`config.mk`:
```
export PLATFORM = sky130hd
export DESIGN_NAME = speed_level_ctrl_flat
export DESIGN_NICKNAME = d
export VERILOG_FILES = /design/src/rtl/speed_level_ctrl_if.sv /design/src/rtl/speed_level_ctrl.sv /design/src/flat_wrapper.sv
export SDC_FILE = /design/constraint.sdc
export NUM_CORES = 1
export LEC_CHECK = 0
export BUFFER_PORTS_ARGS = -buffer_cell sky130_fd_sc_hd__buf_2
export CAP_MARGIN = 15
export CORE_AREA = 4 4 44 65
export CTS_CLUSTER_DIAMETER = 50
export CTS_CLUSTER_SIZE = 28
export DETAILED_ROUTE_END_ITERATION = 8
export DIE_AREA = 0 0 48 69
export PLACE_DENSITY = 0.78
export SLEW_MARGIN = 20
export SYNTH_ARGS = -nofsm -noshare
export SYNTH_HDL_FRONTEND = slang
export SYNTH_SLANG_ARGS = --single-unit
```
`constraint.sdc`:
```
create_clock -name i_clk -period 2.41 [get_ports i_clk]
set_input_delay 0.723 -clock i_clk [delete_from_list [all_inputs] [get_ports i_clk]]
set_output_delay 0.723 -clock i_clk [all_outputs]
set_load 0.01 [all_outputs]
```
`src/rtl/speed_level_ctrl_if.sv`:
```
// Control/status bundle between the game FSM/score logic and the speed scheduler.
// Signal prefixes are from the scheduler's point of view (i_ into it, o_ out of it).
interface speed_level_ctrl_if;
  logic       i_start;
  logic       i_pause;
  logic       i_game_over;
  logic       i_score_evt;
  logic       i_ovr_en;
  logic [3:0] i_ovr_level;
  logic       i_div_clk;
  logic [3:0] o_level;
  logic       o_tick;
  logic       o_level_up;
  logic [1:0] o_state;

  modport master (
    output i_start, i_pause, i_game_over, i_score_evt, i_ovr_en, i_ovr_level, i_div_clk,
    input  o_level, o_tick, o_level_up, o_state
  );

  modport slave (
    input  i_start, i_pause, i_game_over, i_score_evt, i_ovr_en, i_ovr_level, i_div_clk,
    output o_level, o_tick, o_level_up, o_state
  );
endinterface

```
`src/rtl/speed_level_ctrl.sv`:
```
// Game-speed scheduler: picks the clock divider level from game state and score
// progress, and turns the divided clock into a masked single-cycle tick.
//
// state    | meaning
// ---------+--------------------------------------------------------------
// ST_IDLE  | no game; slowest level driven, waits for start
// ST_RUN   | game running; score events advance the level, ticks pass
// ST_PAUSE | game held; score events and divider edges are dropped
// ST_OVER  | game ended; slowest level driven, waits for restart
module speed_level_ctrl #(
  parameter logic [3:0] IDLE_LEVEL     = 4'd0,
  parameter logic [3:0] START_LEVEL    = 4'd3,
  parameter logic [3:0] MAX_LEVEL      = 4'd12,
  parameter int         EVTS_PER_LEVEL = 8,
  parameter int         LOCK_CYC       = 4
) (
  input  logic              i_clk,
  input  logic              i_rst,
  speed_level_ctrl_if.slave bus
);

  localparam logic [1:0] ST_IDLE  = 2'd0;
  localparam logic [1:0] ST_RUN   = 2'd1;
  localparam logic [1:0] ST_PAUSE = 2'd2;
  localparam logic [1:0] ST_OVER  = 2'd3;

  localparam int EW = (EVTS_PER_LEVEL > 1) ? $clog2(EVTS_PER_LEVEL) : 1;
  localparam int LW = $clog2(LOCK_CYC + 1);
  localparam logic [EW-1:0] EVT_LAST  = EW'(EVTS_PER_LEVEL - 1);
  localparam logic [LW-1:0] LOCK_LOAD = LW'(LOCK_CYC);

  logic [1:0]    r_state;
  logic [3:0]    r_int_level;
  logic [EW-1:0] r_evt_cnt;
  logic [LW-1:0] r_lock_cnt;
  logic          r_div_clk_q;
  logic [3:0]    r_level;
  logic          r_tick;
  logic          r_level_up;

  logic [1:0]    w_state_nxt;
  logic [3:0]    w_int_level_nxt;
  logic [EW-1:0] w_evt_cnt_nxt;
  logic          w_level_up_nxt;
  logic [3:0]    w_level_nxt;
  logic          w_div_rise;

  assign w_div_rise = bus.i_div_clk & ~r_div_clk_q;

  // Next game state, score progress and the level the divider should see next.
  always_comb begin
    w_state_nxt     = r_state;
    w_int_level_nxt = r_int_level;
    w_evt_cnt_nxt   = r_evt_cnt;
    w_level_up_nxt  = 1'b0;
    w_level_nxt     = r_level;
    case (r_state)
      ST_IDLE, ST_OVER: begin
        if (bus.i_start) begin
          w_state_nxt     = ST_RUN;
          w_int_level_nxt = START_LEVEL;
          w_evt_cnt_nxt   = '0;
        end
      end
      ST_RUN: begin
        if (bus.i_game_over) begin
          w_state_nxt = ST_OVER;
        end else if (bus.i_pause) begin
          w_state_nxt = ST_PAUSE;
        end else if (bus.i_score_evt) begin
          if (r_evt_cnt == EVT_LAST) begin
            w_evt_cnt_nxt = '0;
            if (r_int_level < MAX_LEVEL) begin
              w_int_level_nxt = r_int_level + 4'd1;
              w_level_up_nxt  = 1'b1;
            end
          end else begin
            w_evt_cnt_nxt = r_evt_cnt + 1'b1;
          end
        end
      end
      ST_PAUSE: begin
        if (bus.i_game_over) begin
          w_state_nxt = ST_OVER;
        end else if (!bus.i_pause) begin
          w_state_nxt = ST_RUN;
        end
      end
      default: w_state_nxt = ST_IDLE;
    endcase

    // Override is a pure output mux; scoring keeps advancing underneath it.
    if (bus.i_ovr_en) begin
      w_level_nxt = bus.i_ovr_level;
    end else if ((w_state_nxt == ST_IDLE) || (w_state_nxt == ST_OVER)) begin
      w_level_nxt = IDLE_LEVEL;
    end else begin
      w_level_nxt = w_int_level_nxt;
    end
  end

  // State, scoring and level registers.
  always_ff @(posedge i_clk) begin
    if (i_rst) begin
      r_state     <= ST_IDLE;
      r_int_level <= START_LEVEL;
      r_evt_cnt   <= '0;
      r_level     <= IDLE_LEVEL;
      r_level_up  <= 1'b0;
    end else begin
      r_state     <= w_state_nxt;
      r_int_level <= w_int_level_nxt;
      r_evt_cnt   <= w_evt_cnt_nxt;
      r_level     <= w_level_nxt;
      r_level_up  <= w_level_up_nxt;
    end
  end

  // Reload lockout: restarts on every level change so ticks stay masked while the divider reloads.
  always_ff @(posedge i_clk) begin
    if (i_rst) begin
      r_lock_cnt <= '0;
    end else if (w_level_nxt != r_level) begin
      r_lock_cnt <= LOCK_LOAD;
    end else if (r_lock_cnt != '0) begin
      r_lock_cnt <= r_lock_cnt - 1'b1;
    end
  end

  // Tick on a divider rising edge while running and unlocked; masked edges are dropped.
  always_ff @(posedge i_clk) begin
    if (i_rst) begin
      r_div_clk_q <= 1'b0;
      r_tick      <= 1'b0;
    end else begin
      r_div_clk_q <= bus.i_div_clk;
      r_tick      <= w_div_rise & (r_state == ST_RUN) & (r_lock_cnt == '0);
    end
  end

  assign bus.o_state    = r_state;
  assign bus.o_level    = r_level;
  assign bus.o_tick     = r_tick;
  assign bus.o_level_up = r_level_up;

endmodule

```
`src/flat_wrapper.sv`:
```
// flat-port wrapper written by rule: the top's interface ports become plain ports
module speed_level_ctrl_flat 
#(
  parameter logic [3:0] IDLE_LEVEL     = 4'd0,
  parameter logic [3:0] START_LEVEL    = 4'd3,
  parameter logic [3:0] MAX_LEVEL      = 4'd12,
  parameter int         EVTS_PER_LEVEL = 8,
  parameter int         LOCK_CYC       = 4
)
  (i_clk, i_rst, bus_i_start, bus_i_pause, bus_i_game_over, bus_i_score_evt, bus_i_ovr_en, bus_i_ovr_level, bus_i_div_clk, bus_o_level, bus_o_tick, bus_o_level_up, bus_o_state);
  speed_level_ctrl_if bus_i ();
  input  logic i_clk;
  input  logic i_rst;
  input wire logic [$bits(bus_i.i_start)-1:0] bus_i_start;
  input wire logic [$bits(bus_i.i_pause)-1:0] bus_i_pause;
  input wire logic [$bits(bus_i.i_game_over)-1:0] bus_i_game_over;
  input wire logic [$bits(bus_i.i_score_evt)-1:0] bus_i_score_evt;
  input wire logic [$bits(bus_i.i_ovr_en)-1:0] bus_i_ovr_en;
  input wire logic [$bits(bus_i.i_ovr_level)-1:0] bus_i_ovr_level;
  input wire logic [$bits(bus_i.i_div_clk)-1:0] bus_i_div_clk;
  output wire logic [$bits(bus_i.o_level)-1:0] bus_o_level;
  output wire logic [$bits(bus_i.o_tick)-1:0] bus_o_tick;
  output wire logic [$bits(bus_i.o_level_up)-1:0] bus_o_level_up;
  output wire logic [$bits(bus_i.o_state)-1:0] bus_o_state;
  assign bus_i.i_start = bus_i_start;
  assign bus_i.i_pause = bus_i_pause;
  assign bus_i.i_game_over = bus_i_game_over;
  assign bus_i.i_score_evt = bus_i_score_evt;
  assign bus_i.i_ovr_en = bus_i_ovr_en;
  assign bus_i.i_ovr_level = bus_i_ovr_level;
  assign bus_i.i_div_clk = bus_i_div_clk;
  assign bus_o_level = bus_i.o_level;
  assign bus_o_tick = bus_i.o_tick;
  assign bus_o_level_up = bus_i.o_level_up;
  assign bus_o_state = bus_i.o_state;
  speed_level_ctrl #(.IDLE_LEVEL(IDLE_LEVEL), .START_LEVEL(START_LEVEL), .MAX_LEVEL(MAX_LEVEL), .EVTS_PER_LEVEL(EVTS_PER_LEVEL), .LOCK_CYC(LOCK_CYC)) u_core (.i_clk(i_clk), .i_rst(i_rst), .bus(bus_i));
endmodule
```
# Yosys cells after proc, flatten, opt, wreduce, memory -nomap -nowiden
# Cells that the tools add are included.
# word_totals
inputBits	12
out_inout_bits	8
word_cells	65
register_bits	19
# op_classes
bitwise	7
n_eq_ne	10
n_reduce_logical	11
n_lt_le_gt_ge	1
n_addsub	3
n_mux	24
# op_table
operator	n
4-bit 2-to-1 mux	8
3-bit 2-to-1 mux	7
2-bit 2-to-1 mux	5
2-bit inequality test (second input constant)	4
4-bit case mux with 2 select lines	1
2-bit == test (second input constant)	3
2-bit case mux with 3 select lines	1
3-bit case mux with 2 select lines	1
6-bit OR reduction	1
5-bit AND reduction	1
4-bit by 1-bit adder with 4-bit output (second input constant)	1
2-bit logical NOT	2
4-bit less-than comparator (second input constant)	1
4-bit inequality test	1
1-bit inverter	4
2-bit nonzero test	2
2-bit OR reduction	2
3-bit by 1-bit adder with 3-bit output (second input constant)	1
1-bit bitwise AND	3
3-bit == test (second input constant)	1
3-bit logical NOT	1
3-bit nonzero test	1
3-bit by 1-bit subtractor with 3-bit output (second input constant)	1
2-bit by 1-bit == test with 1-bit output (second input constant)	1
other kinds (2)	2

# Depth between registers and ports, before layout
# depth
ltp_word	11
ltp_mapped	11
depth_no_buf	10

# Worst setup path after synthesis
# OpenSTA, ideal clock, no wires.
# synth_timing
path_type	input-to-reg
from	in bus_i_pause
to	reg u_core.r_lock_cnt[2]
path_slack_ns	-0.060
arrival_ns	2.355
setup_time_ns	0.115
cell_stages	8
n_path_buf	0
required_time_ns	2.295
path_cell_list	or3b_4 o311a_1 a311oi_2 nor2_1 a22oi_2 xor2_1 nand4_1 o21a_1
# synth_via
elab_chain_cells	9
word_cells_on_any_way	16
classes_between	eq/ne: 2; mux: 11; reduce/logical: 3
# synth_rtl
item	line_no	source
from (decl)	flat_wrapper.sv:15	input wire logic [$bits(bus_i.i_pause)-1:0] bus_i_pause;
2-bit 2-to-1 mux (on tied branches)	speed_level_ctrl.sv:85, speed_level_ctrl.sv:68	
2-bit 2-to-1 mux (on tied branches)	speed_level_ctrl.sv:83, speed_level_ctrl.sv:66	
2-bit case mux with 3 select lines	speed_level_ctrl.sv:57	case (r_state)
2-bit == test or 2-bit logical NOT (tied branches)	speed_level_ctrl.sv:95	end else if ((w_state_nxt == ST_IDLE) || (w_state_nxt == ST_OVER)) begin
1-bit logical OR	speed_level_ctrl.sv:95	
4-bit 2-to-1 mux (*)	speed_level_ctrl.sv:95	
4-bit 2-to-1 mux (*)	speed_level_ctrl.sv:93	if (bus.i_ovr_en) begin
4-bit inequality test (*)	speed_level_ctrl.sv:123	end else if (w_level_nxt != r_level) begin
3-bit 2-to-1 mux or 2-bit nonzero test (tied branches)	-	
to (signal assigned)	speed_level_ctrl.sv:126	r_lock_cnt <= r_lock_cnt - 1'b1;
to (decl)	speed_level_ctrl.sv:35	logic [LW-1:0] r_lock_cnt;
# Every way passes the cells marked *; elsewhere a longest branch is shown, timed or not.
# A chain may end at the register's enable or synchronous reset.

# Final worst setup path
# Same ends and word-level chain as after synthesis.

==> impl_metrics.csv <==
group,metric,value,unit
timing,slew_headroom,0.7807,
worst_setup_path,r2r_end,"u_core.r_lock_cnt[2]",
power,p_leak,0.6131,nW
synthesis,synthTopCellsByArea,"dfxtp_1 36%, ha_1 8.3%, nor2_1 5.7%",
grt,grt_first_pass_wirelength,3.746,mm
synthesis,yosys_warnings,0,
clocking,cts_root_buffer,"clkbuf_4",
synthesis,synth.ff_latch_count,19,
place,dpl_worst_slack,-356.6,ps
routing,totalWireLength,2.509,mm
clocking,cts_tree,"built",
timing,drv_slew,0,
synthesis,syn_inst,121,
layout,area.growth.synth_to_final,34.32,%
synthesis,ys.flop_type,"dfxtp_1",
worst_setup_path,critPathMaxFanout,5,
worst_setup_path,regToRegSetupSlack,30,ps
clocking,clk_path_buf_depth,2,
worst_setup_path,crit_start,"bus_i_pause",
synthesis,synth_top_area_frac,0.3610,
synthesis,synth_xor_area_frac,0.04988,
synthesis,synth_compound_area_frac,0.1686,
synthesis,synthAdderAreaFrac,0.08314,
routing,postRouteAntennaNets,0,
layout,register_area,386.6,µm²
layout,drive_gt1_frac,0.3899,
routing,wl_per_cell,13.79,µm
layout,multi_input_area,688.2,µm²
synthesis,seq_area_frac_synth,0.3610,
grt,grt_pass1_vias,921,
synthesis,yosysTopAreaCell,"dfxtp_1",
floorplanning,core-area,2260,µm²
clocking,clock_latency,300,ps
synthesis,synth.cell_area,1054,µm²
floorplanning,io_pins,20,
run_status,run_status,"finished, final reports clean",
layout,diodes,0,
synthesis,synth_top_family_by_area,"simple AND/OR/NAND/NOR gates",
synthesis,synth.most_common_cell,"dfxtp_1",
worst_setup_path,arrival,2600,ps
timing,tns,0,ps
worst_setup_path,max_stage_delay,390,ps
grt,antenna_found_initial,0,
worst_setup_path,cp_cell_sequence,"buf_6 -> or3b_4 -> o311a_1 -> a311oi_2 -> nor2_1 -> a22oi_2 -> xor2_1 -> nand4_1 -> o21a_1",
timing,rsz0062_at_grt,"true",
timing,skew,3.419,ps
timing,worst_slew_pin_slew,328.2,ps
power,ir_worst_vdd,791.8,µV
run,maxCapViolCount,0,
synthesis,ys_types,39,
synthesis,synth_commonest_cells,"19 x dfxtp_1, 16 x nor2_1, 8 x inv_1",
worst_setup_path,reg2reg_from,"u_core.bus.o_state[0]",
place,place.gp.congestion,0.7832,
worst_setup_path,crit_required,2620,ps
synthesis,synthArstFlopShare,0,
clocking,cts_sinks,19,
power,powerDensity,1173,nW/µm²
routing,firstDrtPassIters,4,
timing,finalCritPeriodShare,0.9916,
min_path,hold_class,"flip-flop to flip-flop",
worst_setup_path,crit_path_end_kind,"flip-flop",
layout,nFillCells,188,
clocking,cts_buffers,3,
worst_setup_path,slowest_stage,"or3b_4",
worst_setup_path,criticalPathCategory,"primary input to flip-flop",
floorplanning,die_height,69,µm
routing,viasPerCell,5.489,
power,p_total,1.659,mW
timing,hold_viol_final,0,
layout,final_nets,179,
synthesis,syn_nets,140,
min_path,worstHoldPathCells,2,
timing,fmax,418.5,MHz
place,place_hpwl,1.794,mm
synthesis,synth_edf_count,0,
worst_setup_path,ff2ff_path_depth,11,
grt,grt_usage,0.1522,
floorplanning,initial_core_util,0.4662,
timing,fin_ws,20.24,ps
min_path,holdPathEnd,"u_core.r_evt_cnt[2]",
grt,grt_start_max_net_pins,15,
grt,overflow,0,
synthesis,syn_avg_cell_area,8.707,µm²
place,port_buffers,19,
floorplanning,die_w,48,µm
timing,finalSetupViolCount,0,
clocking,clk_pin_slew,110,ps
layout,final_cells,182,
routing,drt_iter0_drc,28,
routing,vias,999,
floorplanning,fp-row-count,21,
worst_setup_path,startpoint_type,"primary input",
clocking,htreeDepth,1,
synthesis,synth_simple_gate_area_share,0.2720,
synthesis,synth.area.mux_share,0.02019,
min_path,holdCritStartpoint,"u_core.r_evt_cnt[2]",
routing,drcViolationCount,0,
timing,min_period,2390,ps
place,dpl.cell_count,173,
floorplanning,die_area,3312,µm²
## registers in the layout, summed over array words and instances (netlist names)
name	flops
u_core.bus.o_level	4
u_core.bus.o_level_up	1
u_core.bus.o_state	2
u_core.bus.o_tick	1
u_core.r_div_clk_q	1
u_core.r_evt_cnt	3
u_core.r_int_level	4
u_core.r_lock_cnt	3
## placed cells by master (no fill, tap or decap), types with 2 or more instances in the layout
cell type / count
nand2_1: 5
ha_1: 4
inv_1: 7
nor3b_1: 3
nand3_1: 3
buf_2: 18
ha_2: 2
nand4b_1: 2
buf_4: 17
nand4_1: 2
a22oi_2: 4
o21a_1: 2
nor2b_1: 5
dfxtp_2: 2
nor3_1: 2
and2_1: 3
nor2_1: 15
buf_6: 3
nand2b_1: 4
xor2_1: 5
dfxtp_1: 16
o21ai_0: 2
clkbuf_4: 3
a21oi_1: 5
## metrics by stage
stage / area (µm²) / utilization / hold slack, ps
floorplan: 1054 / - / 449.8
global placement: 1265 / 0.5598 / 459.5
detailed placement: 1265 / 0.5598 / 466.3
CTS: 1326 / 0.5869 / 483.9
global route: 1415 / 0.6262 / 524.2
finish: 1415 / 0.6262 / 486.1
## logic make-up after synthesis
family                     after synthesis
buffers and inverters                   12
muxes                                    2
xor gates and xnor gates                 6
and+or+nand+nor                         51
adders and majority gates                7
DFF                                     19
AOI/OAI and AO/OA                       24
## worst max-delay path: cells and delay by family
kind                   cells  cell delay, ps
AO/OA/AOI/OAI              4             920
AND/OR/NAND/NOR            3             660
XOR/XNOR                   1             210
buffers and inverters      1             100
## final cells by class
type,count,area share
multi-input combinational,90,0.4863
sequential,19,0.2732
timing repair buffer,38,0.1777
inverter,8,0.02299
tap,23,0.02034
clock buffer,3,0.01592
clock inverter,1,0.003537
## power breakdown
group	leakage [nW]	switching, mW	internal [mW]	total, mW
Clock	0.0177	0.101	0.0620	0.163
Combinational	0.438	0.521	0.533	1.05
Sequential	0.157	0.0565	0.386	0.442
## per-layer routing
layer  up-vias  global-route usage  wire, µm  part of all wire
met3         4             0.02344       111             0.044
met1       466              0.1637       992              0.40
met2        28              0.2607      1362              0.54
li1        501                   -         -                 -
met4         0             0.08084        42             0.017
met5         -                   0         0                 0
## worst max-delay path by stage
| stage | end | slack [ps] |
|---|---|---|
| after CTS | u_core.r_lock_cnt[2] | 20 |
| after detailed placement | u_core.r_lock_cnt[2] | -360 |
| after global placement | u_core.r_lock_cnt[2] | -340 |
| after floorplan | u_core.r_lock_cnt[2] | -40 |
| final | u_core.r_lock_cnt[2] | 20 |
| after global routing | u_core.r_lock_cnt[2] | -50 |
## timing repair
item | 4_1_cts | 5_1_grt
setup buffers | 1 | 4
hold buffers | 0 | 0
resized for setup | 6 | 17
cloned | 0 | 0
endpoints found under the setup margin | 3 | 3
pin swaps | 3 | 6
No activity file was read; power rests on OpenSTA's default activity.
